==> src/rtl/mux_scan_nto1.sv <==
// Registered N-to-1 channel selector with settle delay, valid/ready output
// and an optional scan mode that walks channels from sel_in up to N_CH-1.
module mux_scan_nto1 #(
    parameter int N_CH   = 16,
    parameter int DATA_W = 1,
    parameter int SEL_W  = 4,
    parameter int SETTLE = 2
) (
    input  logic                     clk,
    input  logic                     rst_n,
    input  logic [N_CH*DATA_W-1:0]   in_bus,
    input  logic                     mode,
    input  logic [SEL_W-1:0]         sel_in,
    input  logic                     start,
    input  logic                     abort,
    output logic [DATA_W-1:0]        out_data,
    output logic [SEL_W-1:0]         out_ch,
    output logic                     out_valid,
    input  logic                     out_ready,
    output logic                     busy,
    output logic                     done,
    output logic                     err
);

    typedef enum logic [1:0] {S_IDLE, S_SETTLE, S_VALID} state_t;

    localparam logic [SEL_W:0]   NCH_L    = (SEL_W+1)'(N_CH);
    localparam logic [SEL_W-1:0] LAST_CH  = SEL_W'(N_CH - 1);
    localparam logic [7:0]       SETTLE_L = 8'(SETTLE);

    state_t              state_q;
    logic [SEL_W-1:0]    ch_q;
    logic                mode_q;
    logic [7:0]          cnt_q;
    logic [DATA_W-1:0]   out_data_q;
    logic [SEL_W-1:0]    out_ch_q;
    logic                out_valid_q;
    logic                busy_q;
    logic                done_q;
    logic                err_q;
    logic [DATA_W-1:0]   cap_data_d;

    logic [DATA_W-1:0]   ch_data [N_CH];

    generate
        for (genvar gi = 0; gi < N_CH; gi++) begin : g_ch
            assign ch_data[gi] = in_bus[gi*DATA_W +: DATA_W];
        end
    endgenerate

    always_comb begin
        cap_data_d = ch_data[ch_q];
    end

    always_ff @(posedge clk or negedge rst_n) begin
        if (!rst_n) begin
            state_q     <= S_IDLE;
            ch_q        <= '0;
            mode_q      <= 1'b0;
            cnt_q       <= '0;
            out_data_q  <= '0;
            out_ch_q    <= '0;
            out_valid_q <= 1'b0;
            busy_q      <= 1'b0;
            done_q      <= 1'b0;
            err_q       <= 1'b0;
        end else begin
            done_q <= 1'b0;
            err_q  <= 1'b0;
            case (state_q)
                S_IDLE: begin
                    // abort outranks start even while idle
                    if (start && !abort) begin
                        if ({1'b0, sel_in} < NCH_L) begin
                            ch_q    <= sel_in;
                            mode_q  <= mode;
                            cnt_q   <= SETTLE_L;
                            state_q <= S_SETTLE;
                            busy_q  <= 1'b1;
                        end else begin
                            err_q <= 1'b1;
                        end
                    end
                end
                S_SETTLE: begin
                    if (abort) begin
                        state_q <= S_IDLE;
                        busy_q  <= 1'b0;
                    end else if (cnt_q != 8'd0) begin
                        cnt_q <= cnt_q - 8'd1;
                    end else begin
                        out_data_q  <= cap_data_d;
                        out_ch_q    <= ch_q;
                        out_valid_q <= 1'b1;
                        state_q     <= S_VALID;
                    end
                end
                S_VALID: begin
                    if (abort) begin
                        out_valid_q <= 1'b0;
                        state_q     <= S_IDLE;
                        busy_q      <= 1'b0;
                    end else if (out_ready) begin
                        out_valid_q <= 1'b0;
                        if (!mode_q || ch_q == LAST_CH) begin
                            state_q <= S_IDLE;
                            busy_q  <= 1'b0;
                            done_q  <= 1'b1;
                        end else begin
                            ch_q    <= ch_q + 1'b1;
                            cnt_q   <= SETTLE_L;
                            state_q <= S_SETTLE;
                        end
                    end
                end
                default: begin
                    out_valid_q <= 1'b0;
                    state_q     <= S_IDLE;
                    busy_q      <= 1'b0;
                end
            endcase
        end
    end

    assign out_data  = out_data_q;
    assign out_ch    = out_ch_q;
    assign out_valid = out_valid_q;
    assign busy      = busy_q;
    assign done      = done_q;
    assign err       = err_q;

endmodule

==> config.mk <==
export PLATFORM = sky130hd
export DESIGN_NAME = mux_scan_nto1
export DESIGN_NICKNAME = d
export VERILOG_FILES = /design/src/rtl/mux_scan_nto1.sv
export SDC_FILE = /design/constraint.sdc
export NUM_CORES = 1
export LEC_CHECK = 0
export BUFFER_PORTS_ARGS = -buffer_cell sky130_fd_sc_hd__buf_2
export CAP_MARGIN = 10
export CORE_ASPECT_RATIO = 1.5
export CORE_MARGIN = 2
export CORE_UTILIZATION = 45
export DETAILED_ROUTE_END_ITERATION = 8
export PLACE_DENSITY_LB_ADDON = 0.3
export SETUP_SLACK_MARGIN = 0.4
export SLEW_MARGIN = 20
export SYNTH_ARGS = -nofsm -noshare
export SYNTH_HDL_FRONTEND = slang
export SYNTH_SLANG_ARGS = --single-unit
==> constraint.sdc <==
create_clock -name clk -period 2.2 [get_ports clk]
set_input_delay 0.33 -clock clk [delete_from_list [all_inputs] [get_ports clk]]
set_output_delay 0.33 -clock clk [all_outputs]
set_load 0.1 [all_outputs]
==> impl_metrics.yaml, run 1 <==
clock_tree:
  cts_made_buffers: 3
  cts.clk_slew.worst_paths_ps: 90
  cts_max_path_buffers: 2
  cts.root.buffer_cell: "sky130_fd_sc_hd__clkbuf_8"
  holdBufCountCts: 0
  cts_max_level: 1
  cts.sinks: 23
  insertion_delay_ps: 260
  tritoncts_clock_tree: "done"
placed_design:
  finalWeightedCongestion: 0.897
  detailed_placement_hpwl_um: 2460
  port_buffers: 33
  cell_count_post_placement: 199
sta:
  finalWorstPathRequiredPeriod_ps: 1820
  min_period_over_period: 0.828
  final-hold-violation-count: 0
  setup_total_negative_slack_ps: 0
  slew_headroom: 0.650
  max_clock_freq_mhz: 549
  finalClockSkew_ps: 7.25
  slew_violations: 0
  report.final.setup_viol: 0
  rsz0062_at_grt: "yes"
  timing_worst_slew_pin_value_ps: 525
synthesis:
  post_synthesis_register_bit_count: 23
  mappedNetlistNets: 161
  syn_area_per_cell_um2: 10.5
  synth-compound-area-share: 0.184
  netlist-cell-type-count: 42
  synth_mux_area_frac: 0.148
  synth_simple_gate_area_frac: 0.176
  main_combinational_cell_family_by_area_after_synthesis: "compound AO/OA/AOI/OAI gates"
  netlist.area_leader.share: 0.416
  synth_top_cells_by_count: "sky130_fd_sc_hd__dfrtp_1 (23), sky130_fd_sc_hd__o21ai_0 (11), sky130_fd_sc_hd__inv_1 (8)"
  synthesized_netlist_cell_count: 132
  synth_top_cell_by_area: "sky130_fd_sc_hd__dfrtp_1"
  ys_seq_area_frac: 0.416
  synth_async_sr_flop_share: 1.00
  yosys.area_share.adder: 0.0271
  yosys_warnings: 0
  synth.cell_area_um2: 1380
  synth_edf_count: 0
  synth.area.top_cells: "sky130_fd_sc_hd__dfrtp_1 (42%), sky130_fd_sc_hd__mux4_2 (6.5%), sky130_fd_sc_hd__mux2_4 (5.4%), sky130_fd_sc_hd__o21ai_0 (4.0%), sky130_fd_sc_hd__mux2i_1 (2.9%)"
  yosys_most_used_dff: "sky130_fd_sc_hd__dfrtp_1"
  yosys.cell_count.top_type: "sky130_fd_sc_hd__dfrtp_1"
  synth_xor_area_frac: 0
floorplan:
  die_x_um: 49.3
  fp-row-count: 24
  start_util: 0.475
  fp.coreArea_um2: 2910
  dieHeight_um: 71.9
  dieArea_um2: 3540
  pin_count: 35
power:
  clock_power_share: 0.121
  pwr_density_cell_nw_per_um2: 1280
  leakage_nw: 0.815
  ir_worst_vdd_mv: 0.688
  share_seq_of_total_power: 0.340
  net_switching_fraction_of_the_power: 0.490
  internal_portion_of_total_power_mw: 1.11
  p_switching_mw: 1.07
  power.combinational.fraction: 0.539
grt:
  via_count_of_the_first_global_routing_pass: 1248
  grt_antenna_before_repair: 0
  grt_pass1_wl_um: 5530
  grt_max_degree: 24
  overflow: 0
  grt.total_usage: 0.202
worst_setup_path:
  timing.critical_path.slowest_stage_cell: "sky130_fd_sc_hd__or4b_4"
  worst-endpoint-arrival_ps: 1970
  ff2ff_setup_slack_ps: 380
  critPathLaunchType: "flop"
  timing.critical_path.buf_inv: 1
  slowest_delay_ps: 520
  worst_setup_path_end_kind: "flop"
  crit_family: "simple AND/OR/NAND/NOR gates"
  cp_cell_sequence: "inv_2 -> ha_1 -> or4b_4 -> nor2_8 -> nand2_8 -> mux2_4"
  worst-setup-path-type: "flop to flop"
  crit_required_ps: 2350
  worstPathMaxFanout: 6
routing:
  post_drt_via_cell_ratio: 5.72
  drc: 0
  ant_nets: 0
  detail_route.first_pass.iterations: 4
  wl_um: 3300
  drt-initial-drc-count: 18
  avgRoutedWirePerCell_um: 15.6
  vias: 1207
min_path:
  holdCritPathClass: "input pin to asynchronous set/reset pin"
run:
  maxCapViolations: 0
layout:
  layoutNonFillerInstCount: 211
  num-fill-cells: 269
  drive_above_1_share: 0.390
  fin_nets: 202
  layout.area.seq_um2: 578
  total_inserted_antenna_cells: 0
  multi_input_area_um2: 764
  area_added_between_synthesis_and_finish_pct: 23.3
outcome:
  status: "completed"
-- flip-flops by register name (all words and copies together) (netlist names) --
register   cells
state_q        2
busy           1
out_data       1
out_ch         4
out_valid      1
done           1
mode_q         1
cnt_q          8
ch_q           4
-- cell families (layout without fill, tap and decap cells) --
| family | count (synthesis) | after routing |
|---|---|---|
| other | 1 | 1 |
| flip-flops | 23 | 23 |
| AND/OR/NAND/NOR | 38 | 38 |
| AO/OA/AOI/OAI | 39 | 39 |
| adder cells (fa/ha/maj) | 3 | 3 |
| buffers and inverters | 15 | 55 |
| multiplexers | 13 | 13 |
-- stage by stage --
stage / setup slack (ps) / utilization / hold WS (ps) / instance area (µm²) / power, mW
after global routing: 328 / 0.585 / 83.2 / 1700 / 2.32
after CTS: 368 / 0.565 / 56.9 / 1650 / 2.12
final: 378 / 0.585 / 28.9 / 1700 / 2.19
after detailed placement: 295 / 0.542 / 348 / 1580 / 1.82
after floorplan: 461 / - / 34.4 / 1380 / 1.60
after global placement: 362 / 0.542 / 335 / 1580 / 1.78
-- cells in the final DEF (no fill, tap or decap), types with 3 or more instances in the layout --
cell	count
sky130_fd_sc_hd__dfrtp_1	21
sky130_fd_sc_hd__mux2i_1	4
sky130_fd_sc_hd__mux2_4	5
sky130_fd_sc_hd__mux4_2	4
sky130_fd_sc_hd__nand3_1	4
sky130_fd_sc_hd__a21oi_1	7
sky130_fd_sc_hd__inv_1	6
sky130_fd_sc_hd__nor2b_1	3
sky130_fd_sc_hd__a31oi_1	4
sky130_fd_sc_hd__ha_1	3
sky130_fd_sc_hd__nor3_1	4
sky130_fd_sc_hd__buf_2	33
sky130_fd_sc_hd__clkbuf_8	3
sky130_fd_sc_hd__o21ai_0	11
sky130_fd_sc_hd__buf_4	9
sky130_fd_sc_hd__nor2_1	5
sky130_fd_sc_hd__nand2_1	7
-- per-layer routing --
metal	wire [µm]	track usage
met1	1220	0.219
met3	127	0.0292
met5	0	0
met4	62	0.0857
met2	1890	0.383
-- worst register-to-register path: cells and delay by family, from the launching register on --
kind	cells	cell delay, ps
AND/OR/NAND/NOR	3	800
flip-flops	1	390
multiplexers	1	320
adder cells (fa/ha/maj)	1	140
buffers and inverters	1	60
-- final timing paths --
path,startpoint,to,cells past startpoint
max in group asynchronous,rst_n,ch_q[0]$_DFFE_PN0P_,1
worst max-delay path,cnt_q[0]$_DFFE_PN0P_,out_ch[2]$_DFFE_PN0P_,6
worst min register to register,out_ch[3]$_DFFE_PN0P_,out_ch[3]$_DFFE_PN0P_,1
min in group clk,mode,mode_q$_DFFE_PN0P_,3
worst max register to register,cnt_q[0]$_DFFE_PN0P_,out_ch[2]$_DFFE_PN0P_,6
worst min-delay path,rst_n,cnt_q[5]$_DFFE_PN0P_,1
-- timing repair --
item | 4_1_cts | 5_1_grt
resized for setup | 2 | 6
pin swaps | 0 | 2
buffers inserted | 3 | 5
endpoints found under the setup margin | 12 | 14
-- area by class of cell --
cell class              instances  share of cell area
multi-input cells              94               0.449
flip-flops and latches         23               0.339
repair buffers                 43               0.140
well taps                      39              0.0286
clock buffers                   4              0.0264
inverters                       8              0.0176
-- power groups by stage --
stage | combinational, mW | sequential, mW | clock, mW
detailed placement | 1.06 | 0.756 | 0
floorplan | 0.552 | 1.05 | 0
global route | 1.26 | 0.771 | 0.288
global placement | 1.03 | 0.742 | 0
CTS | 1.11 | 0.741 | 0.270
finish | 1.18 | 0.743 | 0.265
No activity file was read; power rests on OpenSTA's default activity.
==> inputs of run 2 (changes only) <==
--- a/config.mk
+++ b/config.mk
@@ -5,6 +5,7 @@
 export SDC_FILE = /design/constraint.sdc
 export NUM_CORES = 1
 export LEC_CHECK = 0
+export ABC_AREA = 1
 export BUFFER_PORTS_ARGS = -buffer_cell sky130_fd_sc_hd__buf_2
 export CAP_MARGIN = 10
 export CORE_ASPECT_RATIO = 1.5
==> constraint.sdc (replaced) <==
create_clock -name clk -period 1.9 [get_ports clk]
set_input_delay 0.285 -clock clk [delete_from_list [all_inputs] [get_ports clk]]
set_output_delay 0.285 -clock clk [all_outputs]
set_load 0.1 [all_outputs]
==> run 2 against run 1 <==
  * The flow now finishes with violations (negative hold slack)
  * Non-clock buffer count fell by 3
  * Via count rose by 8.0%
  * Die area is 3.5% higher
  * Critical endpoint is now cnt_q[1]$_DFFE_PN0P_
  * Largest power group unchanged
==> impl_metrics.yaml, run 2 <==
outcome:
  status: "finished, violations left"
  failed_checks: "negative hold slack"
power:
  total_power_mw: 2.96
  pwr_density_cell_nw_per_um2: 1690
  leakage_nw: 0.963
  ir_worst_vdd_mv: 0.911
routing:
  wl_um: 3110
  ant_nets: 0
  post_drt_via_cell_ratio: 4.72
  detail_route.first_pass.iterations: 4
  drt-initial-drc-count: 22
  vias: 1303
  drc: 0
  avgRoutedWirePerCell_um: 11.3
floorplan:
  dieHeight_um: 73.1
  die_x_um: 50.1
  dieArea_um2: 3660
  start_util: 0.463
  fp-row-count: 25
  fp.coreArea_um2: 3100
  pin_count: 35
synthesis:
  synth_top_cell_by_area: "sky130_fd_sc_hd__dfrtp_1"
  yosys_most_used_dff: "sky130_fd_sc_hd__dfrtp_1"
  synth_async_sr_flop_share: 1.00
  netlist.area_leader.share: 0.401
  synth.area.top_cells: "sky130_fd_sc_hd__dfrtp_1 (40%), sky130_fd_sc_hd__nand2_1 (15%), sky130_fd_sc_hd__nand3_1 (7.0%), sky130_fd_sc_hd__inv_1 (6.5%), sky130_fd_sc_hd__xor2_1 (4.3%)"
  yosys.cell_count.top_type: "sky130_fd_sc_hd__nand2_1"
  netlist-cell-type-count: 29
  mappedNetlistNets: 223
  synth_top_cells_by_count: "sky130_fd_sc_hd__nand2_1 (56), sky130_fd_sc_hd__inv_1 (25), sky130_fd_sc_hd__dfrtp_1 (23)"
  syn_area_per_cell_um2: 7.39
  ys_seq_area_frac: 0.401
  yosys_warnings: 0
  synth.cell_area_um2: 1430
  post_synthesis_register_bit_count: 23
  synth_edf_count: 0
  synthesized_netlist_cell_count: 194
sta:
  rsz0062_at_grt: "yes"
  report.final.setup_viol: 0
  slew_violations: 0
  timing_worst_slew_pin_value_ps: 505
  setup_total_negative_slack_ps: 0
  max_clock_freq_mhz: 711
  final-hold-violation-count: 23
  finalWorstPathRequiredPeriod_ps: 1410
  finalHoldWorstSlack_ps: -24.1
  slew_headroom: 0.663
  min_period_over_period: 0.740
  finalClockSkew_ps: 9.18
grt:
  grt_max_degree: 24
  grt.total_usage: 0.191
  overflow: 0
  grt_antenna_before_repair: 0
  grt_pass1_wl_um: 5330
  via_count_of_the_first_global_routing_pass: 1256
clock_tree:
  cts_max_level: 1
  cts.root.buffer_cell: "sky130_fd_sc_hd__clkbuf_8"
  cts.clk_slew.worst_paths_ps: 80
  cts.sinks: 23
  holdBufCountCts: 0
  tritoncts_clock_tree: "done"
  cts_max_path_buffers: 2
  cts_made_buffers: 3
  insertion_delay_ps: 270
worst_setup_path:
  regToRegStartpoint: "ch_q[0]$_DFFE_PN0P_"
  r2r_worst_path_depth: 7
  crit_required_ps: 2090
  cpMostUsedCell: "sky130_fd_sc_hd__nand2_2"
  cp_cell_sequence: "ha_2 -> nand2_2 -> o21ai_2 -> nand2_2 -> nand3_4 -> buf_4 -> a31oi_1"
  worst-setup-path-type: "flop to flop"
  crit-reg2reg-capture: "cnt_q[1]$_DFFE_PN0P_"
  worstPathMaxFanout: 8
  worst-endpoint-arrival_ps: 1590
  crit_family: "flip-flops"
  startpoint: "ch_q[0]$_DFFE_PN0P_"
  critPathLaunchType: "flop"
  slowest_delay_ps: 440
  timing.critical_path.slowest_stage_cell: "sky130_fd_sc_hd__dfrtp_2"
  worst_setup_path_end_kind: "flop"
  timing.critical_path.buf_inv: 1
  ff2ff_setup_slack_ps: 490
layout:
  layout.cell_area.non_filler_um2: 1760
  largest_register_ff_count: 8
  largest_register_by_flop_count: "cnt_q"
  area_added_between_synthesis_and_finish_pct: 22.4
  drive_above_1_share: 0.314
  total_inserted_antenna_cells: 0
  fin_nets: 266
  layout_commonest_cell: "sky130_fd_sc_hd__nand2_1"
  final_cell_mix: "sky130_fd_sc_hd__nand2_1 (55), sky130_fd_sc_hd__buf_2 (33), sky130_fd_sc_hd__inv_1 (22), sky130_fd_sc_hd__dfrtp_1 (22), sky130_fd_sc_hd__nand3_1 (20)"
  fin_util: 0.567
placed_design:
  finalWeightedCongestion: 0.809
  detailed_placement_hpwl_um: 2330
  port_buffers: 33
  place_area_um2: 1650
min_path:
  holdCritPathClass: "input pin to asynchronous set/reset pin"
run:
  maxCapViolations: 0
## run 2: cell types whose count changed in the layout (fill, tap and decap cells not counted), moves of 4 or more
cell / previous run / this run
sky130_fd_sc_hd__nand2_1: 7 / 55
sky130_fd_sc_hd__inv_1: 6 / 22
sky130_fd_sc_hd__nand3_1: 4 / 20
sky130_fd_sc_hd__xor2_1: 0 / 7
sky130_fd_sc_hd__inv_2: 2 / 8
sky130_fd_sc_hd__a21oi_1: 7 / 2
sky130_fd_sc_hd__mux2_4: 5 / 0
sky130_fd_sc_hd__mux2i_1: 4 / 0
sky130_fd_sc_hd__mux4_2: 4 / 0
sky130_fd_sc_hd__nor2_1: 5 / 9
sky130_fd_sc_hd__o21ai_1: 0 / 4
## run 2: worst max-delay path by stage
stage	end	slack, ps	cells after the start
2_1_floorplan	out_data$_DFFE_PN0P_	540	9
5_1_grt	out_data$_DFFE_PN0P_	360	9
6_report	cnt_q[1]$_DFFE_PN0P_	490	7
4_1_cts	out_data$_DFFE_PN0P_	400	9
3_5_place_dp	out_data$_DFFE_PN0P_	430	9
3_3_place_gp	out_data$_DFFE_PN0P_	450	9
## run 2: cell type report
type,instances,area (µm²)
inverters,33,129
clock buffers,4,45.0
repair buffers,40,218
well taps,40,50.0
flip-flops and latches,23,577
multi-input cells,136,737
fillers,313,1340
## run 2: stage by stage
stage	setup WS (ps)	std cells
global placement	446	267
finish	494	276
floorplan	539	194
detailed placement	427	267
CTS	401	271
global route	362	276
## run 2: cells by family after synthesis
group           after synthesis  synth area share
xor+xnor                      7            0.0428
simple gates                100             0.324
compound gates               24            0.0986
mux                           1           0.00785
flops                        23             0.401
other cells                   1           0.00262
fa+ha+maj                     3            0.0262
buf+inv                      35            0.0969
## run 2: what timing repair did
item | 4_1_cts | 5_1_grt
buffers inserted | 0 | 5
gates resized for setup | 1 | 9
endpoints found under the setup margin | 1 | 19
pin swaps | 0 | 3
## run 2: report_power, final
part	internal, mW	switching, mW	total [mW]	leakage, nW
Clock	0.150	0.152	0.301	0.0228
Combinational	0.552	1.24	1.79	0.645
Sequential	0.690	0.176	0.866	0.295
Total	1.39	1.57	2.96	0.963
## run 2: layer usage
layer  track usage  share of wire
met1         0.208           0.41
met3        0.0225          0.042
met2         0.357           0.51
met4        0.0957          0.035
met5             0              0
==> inputs of run 3 (changes only) <==
==> constraint.sdc (replaced) <==
create_clock -name clk -period 1.3 [get_ports clk]
set_input_delay 0.195 -clock clk [delete_from_list [all_inputs] [get_ports clk]]
set_output_delay 0.195 -clock clk [all_outputs]
set_load 0.1 [all_outputs]
==> run 3 against run 2 <==
  * The flow finishes with violations (negative setup slack)
  * Cell count up 8.0%
  * Core utilization up 14 points
  * Sequential power grew 51%
  * Register-to-register slack got worse by 620 ps
  * Non-clock buffer count up 21
  * Sequential cell count is the same
  * Sequential share of layout area is 6.1 points lower
  * Routed wire length is 15% higher
  * Global-route usage rose by 0.39 points
  * Die area unchanged
  * Clock skew shrank 6.1 ps
  * First-iteration DRC count rose by 32%
==> impl_metrics.yaml, run 3 (synthesis results as in run 2) <==
outcome:
  status: "finished, violations left"
  failed_checks: "negative setup slack"
clock_tree:
  cts_max_level: 1
  cts.sinks: 23
  cts_max_path_buffers: 2
  cts_made_buffers: 3
  cts.clk_slew.worst_paths_ps: 80
  cts.root.buffer_cell: "sky130_fd_sc_hd__clkbuf_8"
  insertion_delay_ps: 260
  tritoncts_clock_tree: "done"
layout:
  layout_commonest_cell: "sky130_fd_sc_hd__nand2_1"
  final_cell_mix: "sky130_fd_sc_hd__nand2_1 (49), sky130_fd_sc_hd__buf_2 (24), sky130_fd_sc_hd__inv_1 (23), sky130_fd_sc_hd__buf_4 (23), sky130_fd_sc_hd__nand3_1 (17)"
  area_added_between_synthesis_and_finish_pct: 53.2
  fin_util: 0.709
  layout.cell_area.non_filler_um2: 2200
  drive_above_1_share: 0.465
  largest_register_by_flop_count: "cnt_q"
  largest_register_ff_count: 8
  total_inserted_antenna_cells: 0
  fin_nets: 288
sta:
  slew_violations: 0
  max_clock_freq_mhz: 699
  rsz0062_at_grt: "yes"
  report.final.setup_viol: 17
  min_period_over_period: 1.10
  finalWorstPathRequiredPeriod_ps: 1430
  setup_ws_ps: -130
  finalClockSkew_ps: 3.07
  final-hold-violation-count: 0
min_path:
  holdCritPathClass: "input pin to flop"
floorplan:
  dieArea_um2: 3660
  pin_count: 35
  start_util: 0.463
  die_x_um: 50.1
  fp.coreArea_um2: 3100
  dieHeight_um: 73.1
  fp-row-count: 25
routing:
  wl_um: 3580
  ant_nets: 0
  avgRoutedWirePerCell_um: 12.0
  drc: 0
  drt-initial-drc-count: 29
  post_drt_via_cell_ratio: 4.74
  vias: 1412
  detail_route.first_pass.iterations: 4
grt:
  via_count_of_the_first_global_routing_pass: 1373
  grt.total_usage: 0.195
  overflow: 0
  grt_max_degree: 24
  grt_pass1_wl_um: 5580
  grt_antenna_before_repair: 0
placed_design:
  finalWeightedCongestion: 0.819
  detailed_placement_hpwl_um: 2430
  port_buffers: 33
  place_area_um2: 1780
  dp_slack_ps: -24.3
power:
  pwr_density_cell_nw_per_um2: 2480
  leakage_nw: 1.13
  total_power_mw: 5.45
  ir_worst_vdd_mv: 1.84
run:
  maxCapViolations: 0
worst_setup_path:
  worst-endpoint-arrival_ps: 1580
  crit_required_ps: 1450
  worst_setup_path_end_kind: "flop"
  worstPathMaxFanout: 8
  critPathLaunchType: "flop"
  worst-setup-path-type: "flop to flop"
[run 3: cell types whose count changed in the layout (fill, tap and decap cells not counted), moves of 4 or more]
| cell | change |
|---|---|
| sky130_fd_sc_hd__dfrtp_1 | -8 |
| sky130_fd_sc_hd__nand2_2 | +4 |
| sky130_fd_sc_hd__buf_6 | +4 |
| sky130_fd_sc_hd__dfrtp_2 | +8 |
| sky130_fd_sc_hd__buf_4 | +16 |
| sky130_fd_sc_hd__o21ai_1 | +6 |
| sky130_fd_sc_hd__nand2_1 | -6 |
| sky130_fd_sc_hd__nor2_1 | -4 |
| sky130_fd_sc_hd__buf_2 | -9 |
| sky130_fd_sc_hd__o21ai_0 | -8 |
| sky130_fd_sc_hd__buf_12 | +8 |
[run 3: critical path: stages (launching register included)]
cell and delay [ps]:
sky130_fd_sc_hd__dfrtp_1 410, sky130_fd_sc_hd__inv_2 90, sky130_fd_sc_hd__ha_4 140, sky130_fd_sc_hd__nand2_4 50, sky130_fd_sc_hd__nor2_4 210, sky130_fd_sc_hd__inv_4 80
sky130_fd_sc_hd__nand2_8 140, sky130_fd_sc_hd__inv_6 50, sky130_fd_sc_hd__nor2_2 100, sky130_fd_sc_hd__a21oi_2 50
[run 3: layout make-up]
cell class / instances / area [µm²]
well taps: 40 / 50.0
repair buffers: 61 / 515
multi-input cells: 137 / 863
flip-flops and latches: 23 / 587
clock buffers: 4 / 45.0
inverters: 33 / 136
fillers: 249 / 900
[run 3: metal layers]
layer	share of wire	vias to the layer above	track usage
met3	0.032	4	0.0164
met5	0	-	0
met2	0.56	29	0.385
met1	0.39	645	0.212
li1	-	734	-
met4	0.013	0	0.0648
[run 3: report_power, final]
group | internal (mW) | total, mW | switching, mW
Sequential | 1.03 | 1.31 | 0.280
Clock | 0.218 | 0.434 | 0.216
Combinational | 1.52 | 3.71 | 2.19
Total | 2.76 | 5.45 | 2.69
[run 3: worst paths after layout]
kind                       cells after the start                     to             startpoint  slack, ps
max                                            9   cnt_q[0]$_DFFE_PN0P_   cnt_q[0]$_DFFE_PN0P_       -130
min                                            2     mode_q$_DFFE_PN0P_                   mode        170
max reg2reg                                    9   cnt_q[0]$_DFFE_PN0P_   cnt_q[0]$_DFFE_PN0P_       -130
min reg2reg                                    2  out_valid$_DFFE_PN0P_  out_valid$_DFFE_PN0P_        540
max in group asynchronous                      2  out_ch[3]$_DFFE_PN0P_                  rst_n        630
min in group asynchronous                      2         done$_DFF_PN0_                  rst_n        400
[run 3: stage by stage]
stage	std cells	hold slack, ps	TNS (ps)
2_1_floorplan	194	-101	0
3_3_place_gp	282	196	-14.5
3_5_place_dp	282	198	-80.0
4_1_cts	290	162	-99.8
5_1_grt	298	168	-2510
6_report	298	166	-1210
[run 3: repair_timing]
item / CTS / global route
endpoints found under the setup margin: 31 / 51
gates cloned: 0 / 1
endpoints found under the hold margin: 23 / 0
setup buffers: 3 / 7
hold buffers: 1 / 0
gates resized for setup: 42 / 32
pin swaps: 1 / 4
